## src/rtl/bus_pkg.sv

```systemverilog
// Shared types and constants for the switch-driven Wishbone test master.
// Used by bus_sw_master and its helpers.
package bus_pkg;

    typedef enum logic [1:0] {
        IDLE    = 2'd0,
        REQ     = 2'd1,
        RELEASE = 2'd2
    } state_e;

    localparam int unsigned WB_ADDR_W = 32;
    localparam int unsigned WB_DATA_W = 32;
    localparam int unsigned WB_SEL_W  = 16;

    localparam logic [15:0] LED_ERR_PATTERN = 16'hFFFF;

    // LED image: error pattern wins over the done/read-data view.
    function automatic logic [15:0] led_value(input logic        done,
                                              input logic        err,
                                              input logic [14:0] rd_lo);
        return err ? LED_ERR_PATTERN : {done, rd_lo};
    endfunction

endpackage

```

## src/rtl/sw_debounce.sv

```systemverilog
// Push-button conditioner: synchronizer chain, stability counter and a
// one-cycle pulse on each accepted rising edge.
module sw_debounce #(
    parameter int unsigned SYNC_STAGES     = 2,
    parameter int unsigned DEBOUNCE_CYCLES = 65535
) (
    input  logic clk_i,
    input  logic rst_ni,
    input  logic btn_i,
    output logic level_o,
    output logic rise_o
);

    localparam int unsigned CNT_W = (DEBOUNCE_CYCLES < 2) ? 1 : $clog2(DEBOUNCE_CYCLES + 1);
    localparam logic [CNT_W-1:0] CNT_LAST = CNT_W'(DEBOUNCE_CYCLES - 1);

    logic [SYNC_STAGES-1:0] sync_q;
    logic                   btn_s;
    logic [CNT_W-1:0]       cnt_q, cnt_d;
    logic                   level_q, level_d;
    logic                   level_prev_q;

    assign btn_s = sync_q[SYNC_STAGES-1];

    always_ff @(posedge clk_i or negedge rst_ni) begin
        if (!rst_ni) begin
            sync_q <= '0;
        end else begin
            sync_q[0] <= btn_i;
            for (int i = 1; i < SYNC_STAGES; i++) begin
                sync_q[i] <= sync_q[i-1];
            end
        end
    end

    // Any agreement with the accepted level restarts the stability window.
    always_comb begin
        cnt_d   = '0;
        level_d = level_q;
        if (btn_s != level_q) begin
            if (cnt_q == CNT_LAST) begin
                level_d = btn_s;
            end else begin
                cnt_d = cnt_q + 1'b1;
            end
        end
    end

    always_ff @(posedge clk_i or negedge rst_ni) begin
        if (!rst_ni) begin
            cnt_q        <= '0;
            level_q      <= 1'b0;
            level_prev_q <= 1'b0;
        end else begin
            cnt_q        <= cnt_d;
            level_q      <= level_d;
            level_prev_q <= level_q;
        end
    end

    assign level_o = level_q;
    assign rise_o  = level_q & ~level_prev_q;

endmodule

```

## src/rtl/bus_sw_master.sv

```systemverilog
// Switch-driven Wishbone master: one transaction per debounced button press.
// Define BUS_SW_MASTER_TIMEOUT_EN to bound the wait for wb_ack_i.
module bus_sw_master
    import bus_pkg::*;
#(
    parameter int unsigned SYNC_STAGES     = 2,
    parameter int unsigned DEBOUNCE_CYCLES = 65535,
    parameter int unsigned TIMEOUT_CYCLES  = 1023
) (
    input  logic                 clk,
    input  logic                 rst,
    input  logic [7:0]           sw_addr,
    input  logic [7:0]           sw_data,
    input  logic [7:0]           sw_sel,
    input  logic                 sw_we,
    input  logic                 btn_go,
    output logic                 wb_cyc_o,
    output logic                 wb_stb_o,
    output logic                 wb_we_o,
    output logic [WB_ADDR_W-1:0] wb_addr_o,
    output logic [WB_DATA_W-1:0] wb_data_o,
    output logic [WB_SEL_W-1:0]  wb_select_o,
    input  logic [WB_DATA_W-1:0] wb_data_i,
    input  logic                 wb_ack_i,
    output logic [WB_DATA_W-1:0] rd_data,
    output logic                 busy,
    output logic                 done,
    output logic                 timeout_err,
    output logic [15:0]          led
);

    localparam int unsigned SW_W = 25;

    logic [SW_W-1:0] sw_sync_q [SYNC_STAGES];
    logic [SW_W-1:0] sw_s;
    logic            go;
    logic            btn_level;

    state_e                state_q;
    logic                  wb_cyc_q;
    logic                  wb_stb_q;
    logic                  wb_we_q;
    logic [WB_ADDR_W-1:0]  wb_addr_q;
    logic [WB_DATA_W-1:0]  wb_data_q;
    logic [WB_SEL_W-1:0]   wb_sel_q;
    logic [WB_DATA_W-1:0]  rd_data_q;
    logic                  done_q;

    sw_debounce #(
        .SYNC_STAGES     (SYNC_STAGES),
        .DEBOUNCE_CYCLES (DEBOUNCE_CYCLES)
    ) u_go_debounce (
        .clk_i   (clk),
        .rst_ni  (rst),
        .btn_i   (btn_go),
        .level_o (btn_level),
        .rise_o  (go)
    );

    always_ff @(posedge clk or negedge rst) begin
        if (!rst) begin
            for (int i = 0; i < SYNC_STAGES; i++) begin
                sw_sync_q[i] <= '0;
            end
        end else begin
            sw_sync_q[0] <= {sw_we, sw_sel, sw_data, sw_addr};
            for (int i = 1; i < SYNC_STAGES; i++) begin
                sw_sync_q[i] <= sw_sync_q[i-1];
            end
        end
    end

    assign sw_s = sw_sync_q[SYNC_STAGES-1];

`ifdef BUS_SW_MASTER_TIMEOUT_EN
    localparam int unsigned TO_W = (TIMEOUT_CYCLES < 1) ? 1 : $clog2(TIMEOUT_CYCLES + 1);
    localparam logic [TO_W-1:0] TO_LAST = TO_W'(TIMEOUT_CYCLES);

    logic [TO_W-1:0] to_cnt_q;
    logic            to_err_q;
`endif

    always_ff @(posedge clk or negedge rst) begin
        if (!rst) begin
            state_q   <= IDLE;
            wb_cyc_q  <= 1'b0;
            wb_stb_q  <= 1'b0;
            wb_we_q   <= 1'b0;
            wb_addr_q <= '0;
            wb_data_q <= '0;
            wb_sel_q  <= '0;
            rd_data_q <= '0;
            done_q    <= 1'b0;
`ifdef BUS_SW_MASTER_TIMEOUT_EN
            to_cnt_q  <= '0;
            to_err_q  <= 1'b0;
`endif
        end else begin
            unique case (state_q)
                IDLE: begin
                    if (go) begin
                        wb_addr_q <= WB_ADDR_W'(sw_s[7:0]);
                        wb_data_q <= WB_DATA_W'(sw_s[15:8]);
                        wb_sel_q  <= WB_SEL_W'(sw_s[23:16]);
                        wb_we_q   <= sw_s[24];
                        wb_cyc_q  <= 1'b1;
                        wb_stb_q  <= 1'b1;
                        done_q    <= 1'b0;
`ifdef BUS_SW_MASTER_TIMEOUT_EN
                        to_cnt_q  <= '0;
                        to_err_q  <= 1'b0;
`endif
                        state_q   <= REQ;
                    end
                end
                REQ: begin
                    // Ack is checked first so it wins over a coincident expiry.
                    if (wb_ack_i) begin
                        wb_cyc_q <= 1'b0;
                        wb_stb_q <= 1'b0;
                        done_q   <= 1'b1;
                        if (!wb_we_q) begin
                            rd_data_q <= wb_data_i;
                        end
                        state_q  <= RELEASE;
                    end
`ifdef BUS_SW_MASTER_TIMEOUT_EN
                    else if (to_cnt_q == TO_LAST) begin
                        wb_cyc_q <= 1'b0;
                        wb_stb_q <= 1'b0;
                        to_err_q <= 1'b1;
                        state_q  <= RELEASE;
                    end else begin
                        to_cnt_q <= to_cnt_q + 1'b1;
                    end
`endif
                end
                RELEASE: begin
                    if (!btn_level) begin
                        state_q <= IDLE;
                    end
                end
                default: begin
                    state_q <= IDLE;
                end
            endcase
        end
    end

`ifdef BUS_SW_MASTER_TIMEOUT_EN
    assign timeout_err = to_err_q;
`else
    logic unused_timeout_cfg;
    assign unused_timeout_cfg = ^TIMEOUT_CYCLES;
    assign timeout_err        = 1'b0;
`endif

    assign wb_cyc_o    = wb_cyc_q;
    assign wb_stb_o    = wb_stb_q;
    assign wb_we_o     = wb_we_q;
    assign wb_addr_o   = wb_addr_q;
    assign wb_data_o   = wb_data_q;
    assign wb_select_o = wb_sel_q;
    assign rd_data     = rd_data_q;
    assign busy        = wb_cyc_q;
    assign done        = done_q;
    assign led         = led_value(done_q, timeout_err, rd_data_q[14:0]);

endmodule
```

## config.mk

```make
export PLATFORM = sky130hd
export DESIGN_NAME = bus_sw_master
export DESIGN_NICKNAME = d
export VERILOG_FILES = /design/src/rtl/bus_pkg.sv /design/src/rtl/sw_debounce.sv /design/src/rtl/bus_sw_master.sv
export SDC_FILE = /design/constraint.sdc
export NUM_CORES = 1
export LEC_CHECK = 0
export CAP_MARGIN = 10
export CORE_UTILIZATION = 44
export CTS_CLUSTER_SIZE = 25
export DETAILED_ROUTE_END_ITERATION = 16
export MAX_ROUTING_LAYER = met4
export PLACE_DENSITY = 0.81
export RECOVER_POWER = 100
export SLEW_MARGIN = 20
export SYNTH_ARGS = -nofsm -noshare
export SYNTH_HDL_FRONTEND = slang
export SYNTH_SLANG_ARGS = --single-unit
```

## constraint.sdc

```tcl
create_clock -name clk -period 2.3 [get_ports clk]
set_input_delay 0.345 -clock clk [delete_from_list [all_inputs] [get_ports clk]]
set_output_delay 0.345 -clock clk [all_outputs]
set_load 0.005 [all_outputs]
```

==> run_results.csv <==
group,metric,value,unit
pwr,pwr_density_cell,782,mW/mm^2
sta,finalClockSkew,0.00942,ns
placed_design,port_buffers,137,
placed_design,dp_hpwl,6290,um
routing,viasPerCell,4.45,
synth,ys_types,27,
sta,final.setup.tns,0,ns
synth,async_reset_ff_share,100,%
sta,fin_crit_sh,82.8,%
synth,synth_area_leaders,"dfrtp_1 66%, mux2_2 13%, buf_4 11%",
clocking,path_clk_slew,0.05,ns
floorplan,pin_count,195,
grt,antenna_found_initial,0,
routing,antenna_left,0,
final_layout,nFillCells,823,
floorplan,row_count,38,
final_layout,drive_above_1_share,19.5,%
setup_path,crit_path_start_kind,"register",
setup_path,crit_fanout,9,
sta,maxSlewHeadroom,28.2,%
run,cap_violations,0,
clocking,cts_buffers,17,
setup_path,path_cells,"nand2b_1, nor3_4, clkbuf_1, mux2_2",
sta,setup_violations,0,
final_layout,num-nets-final,544,
clocking,cts-htree-levels,4,
clocking,cts_buffer_depth,2,
grt,grt_max_degree,48,
sta,whs,0.345,ns
sta,worst_pin_slew,1.08,ns
pwr,p_leak,3.47,nW
grt,grt-ovfl-total,0,
grt,grt_pass1_vias,2815,
synth,synth_common_cells,"131 x dfrtp_1, 75 x buf_4, 57 x mux2_2, 20 x nor2_1, 12 x xnor2_1",
synth,synth_cells,343,
setup_path,max_stage_delay,0.43,ns
synth,ys_seq_area_share,65.6,%
sta,rsz0062_at_grt,"no",
sta,period_needed,1.91,ns
sta,drv_slew,0,
run_status,status,"finished, final reports clean",
pwr,ir_drop,0.412,mV
floorplan,die_height,109,um
synth,syn-mean-instance-area,14.6,sq um
clocking,clock_sinks,131,
placed_design,gp_congestion,0.736,
setup_path,crit_required,2.58,ns
routing,drc_errors,0,
floorplan,core-area,0.0109,sq mm
floorplan,die_w,109,um
setup_path,endpoint_kind,"register",
sta,finalHoldViolations,0,
min_path,hold_class,"reg2reg",
setup_path,crit_arrival,2.19,ns
synth,synth-edff-count,0,
floorplan,start_util,45.7,%
routing,drtIter0Drc,170,
synth,ys_ff_latch,131,
grt,grt_usage,16.6,%
final_layout,antennaDiodeCount,0,
setup_path,path_class,"reg2reg",
clocking,ctsResizeCount,0,
synth,ys.flop_type,"dfrtp_1",
synth,synth_area,0.00500,sq mm
final_layout,synthToLayoutAreaGrowth,37.2,%
synth,synth.top_cell.area_share,65.6,%
grt,grt_pass1_wl,14000,um
routing,vias,2816,
clocking,root_buffer,"clkbuf_16",
sta,fmax,0.525,GHz
synth,synth_largest_area_cell,"dfrtp_1",
floorplan,die-area,0.0118,sq mm
setup_path,critical-path-slowest-cell,"clkbuf_1",
synth,post-synth-top-count-cell,"dfrtp_1",
synth,synth_warnings,0,
clocking,tritoncts,"done",
routing,wl_per_cell,13.9,um
clocking,worst_skew_pair.late_latency,0.41,ns
routing,routed_wirelength,8800,um
routing,drtPass1Iterations,4,
critical path: cells and delay by family (launching register included):
kind | cells | cell delay [ns]
and+or+nand+nor | 2 | 0.56
DFF | 1 | 0.40
buffers and inverters | 1 | 0.43
muxes | 1 | 0.40
cells in the final DEF (no fill, tap or decap), drive strengths merged, types with 2 or more instances in the layout:
master,synthesis,final
mux2,58,58
dlygate4sd3,0,104
dfrtp,131,131
o21ai,2,2
inv,5,7
nor3,5,5
nor4,3,3
bufinv,0,4
nor2,20,20
clkbuf,0,23
nand3,6,6
xor2,3,3
xnor2,12,12
nand4,4,4
clkinv,0,5
ha,2,2
clkdlybuf4s50,0,33
buf,81,3
nand2,5,5
conb,1,57
power breakdown:
group	internal, W	total [W]	switching [W]
registers	0.00236	0.00237	0.0000169
clock network	0.00187	0.00280	0.000934
logic	0.0000926	0.000182	0.0000892
through the flow:
stage	std cells	utilization [%]	setup slack [ns]	area [sq um]	power, W
floorplan	399	-	0.667	5210	0.00251
global placement	601	57.0	0.477	6240	0.00260
detailed placement	601	57.0	0.403	6240	0.00260
CTS	633	62.9	0.493	6880	0.00544
global route	633	62.7	0.260	6850	0.00557
finish	633	62.7	0.395	6850	0.00536
cells by family after synthesis:
kind of cell / share of synthesized area (%)
and+or+nand+nor: 5.13
buffers and inverters: 12.4
AOI/OAI and AO/OA: 0.526
xor gates and xnor gates: 2.63
other: 0.0751
adders and majority gates: 0.501
DFF: 65.6
muxes: 13.1
final cells by class:
class	instances	area [sq um]	area share [%]
Inverter	5	18.8	0.274
Multi-Input combinational cell	182	1300	19.0
Timing Repair Buffer	144	1450	21.1
Tap cell	140	175	2.56
Clock inverter	12	178	2.59
Clock buffer	19	453	6.61
Sequential cell	131	3280	47.8
flip-flops by register name, summed over array words and instances, names as in the netlist, 2 cells and up:
signal,cells
rd_data,32
state_q,2
wb_addr_o,8
wb_data_o,8
sw_s,25
u_go_debounce.sync_q,2
u_go_debounce.cnt_q,16
sw_sync_q,25
wb_select_o,8
final timing paths:
| kind | start | to | slack (ns) | cells after the start |
|---|---|---|---|---|
| max | state_q[0]$_DFFE_PN0P_ | wb_data_o[1]$_DFFE_PN0P_ | 0.39 | 4 |
| min | sw_sync_q[45]$_DFF_PN0_ | sw_s[20]$_DFF_PN0_ | 0.35 | 0 |
| max reg2reg | state_q[0]$_DFFE_PN0P_ | wb_data_o[1]$_DFFE_PN0P_ | 0.39 | 4 |
| min reg2reg | sw_sync_q[45]$_DFF_PN0_ | sw_s[20]$_DFF_PN0_ | 0.35 | 0 |
| max in group asynchronous | rst | wb_select_o[6]$_DFFE_PN0P_ | 0.80 | 3 |
| min in group asynchronous | rst | sw_s[12]$_DFF_PN0_ | 0.68 | 2 |
metal layers:
layer / part of all wire (%) / GRT usage (%) / wire length, um
met1: 40 / 19.4 / 3520
met2: 52 / 26.4 / 4540
met3: 7.2 / 5.67 / 636
met4: 1.1 / 6.56 / 99
met5: 0 / - / 0
repair_timing:
| action | in CTS | in global routing |
|---|---|---|
| setup endpoints to repair | 0 | 0 |
| hold endpoints to repair | 42 | 0 |
| buffers inserted | 0 | 0 |
| hold buffers | 1 | 0 |
No activity file was read; power rests on OpenSTA's default activity.
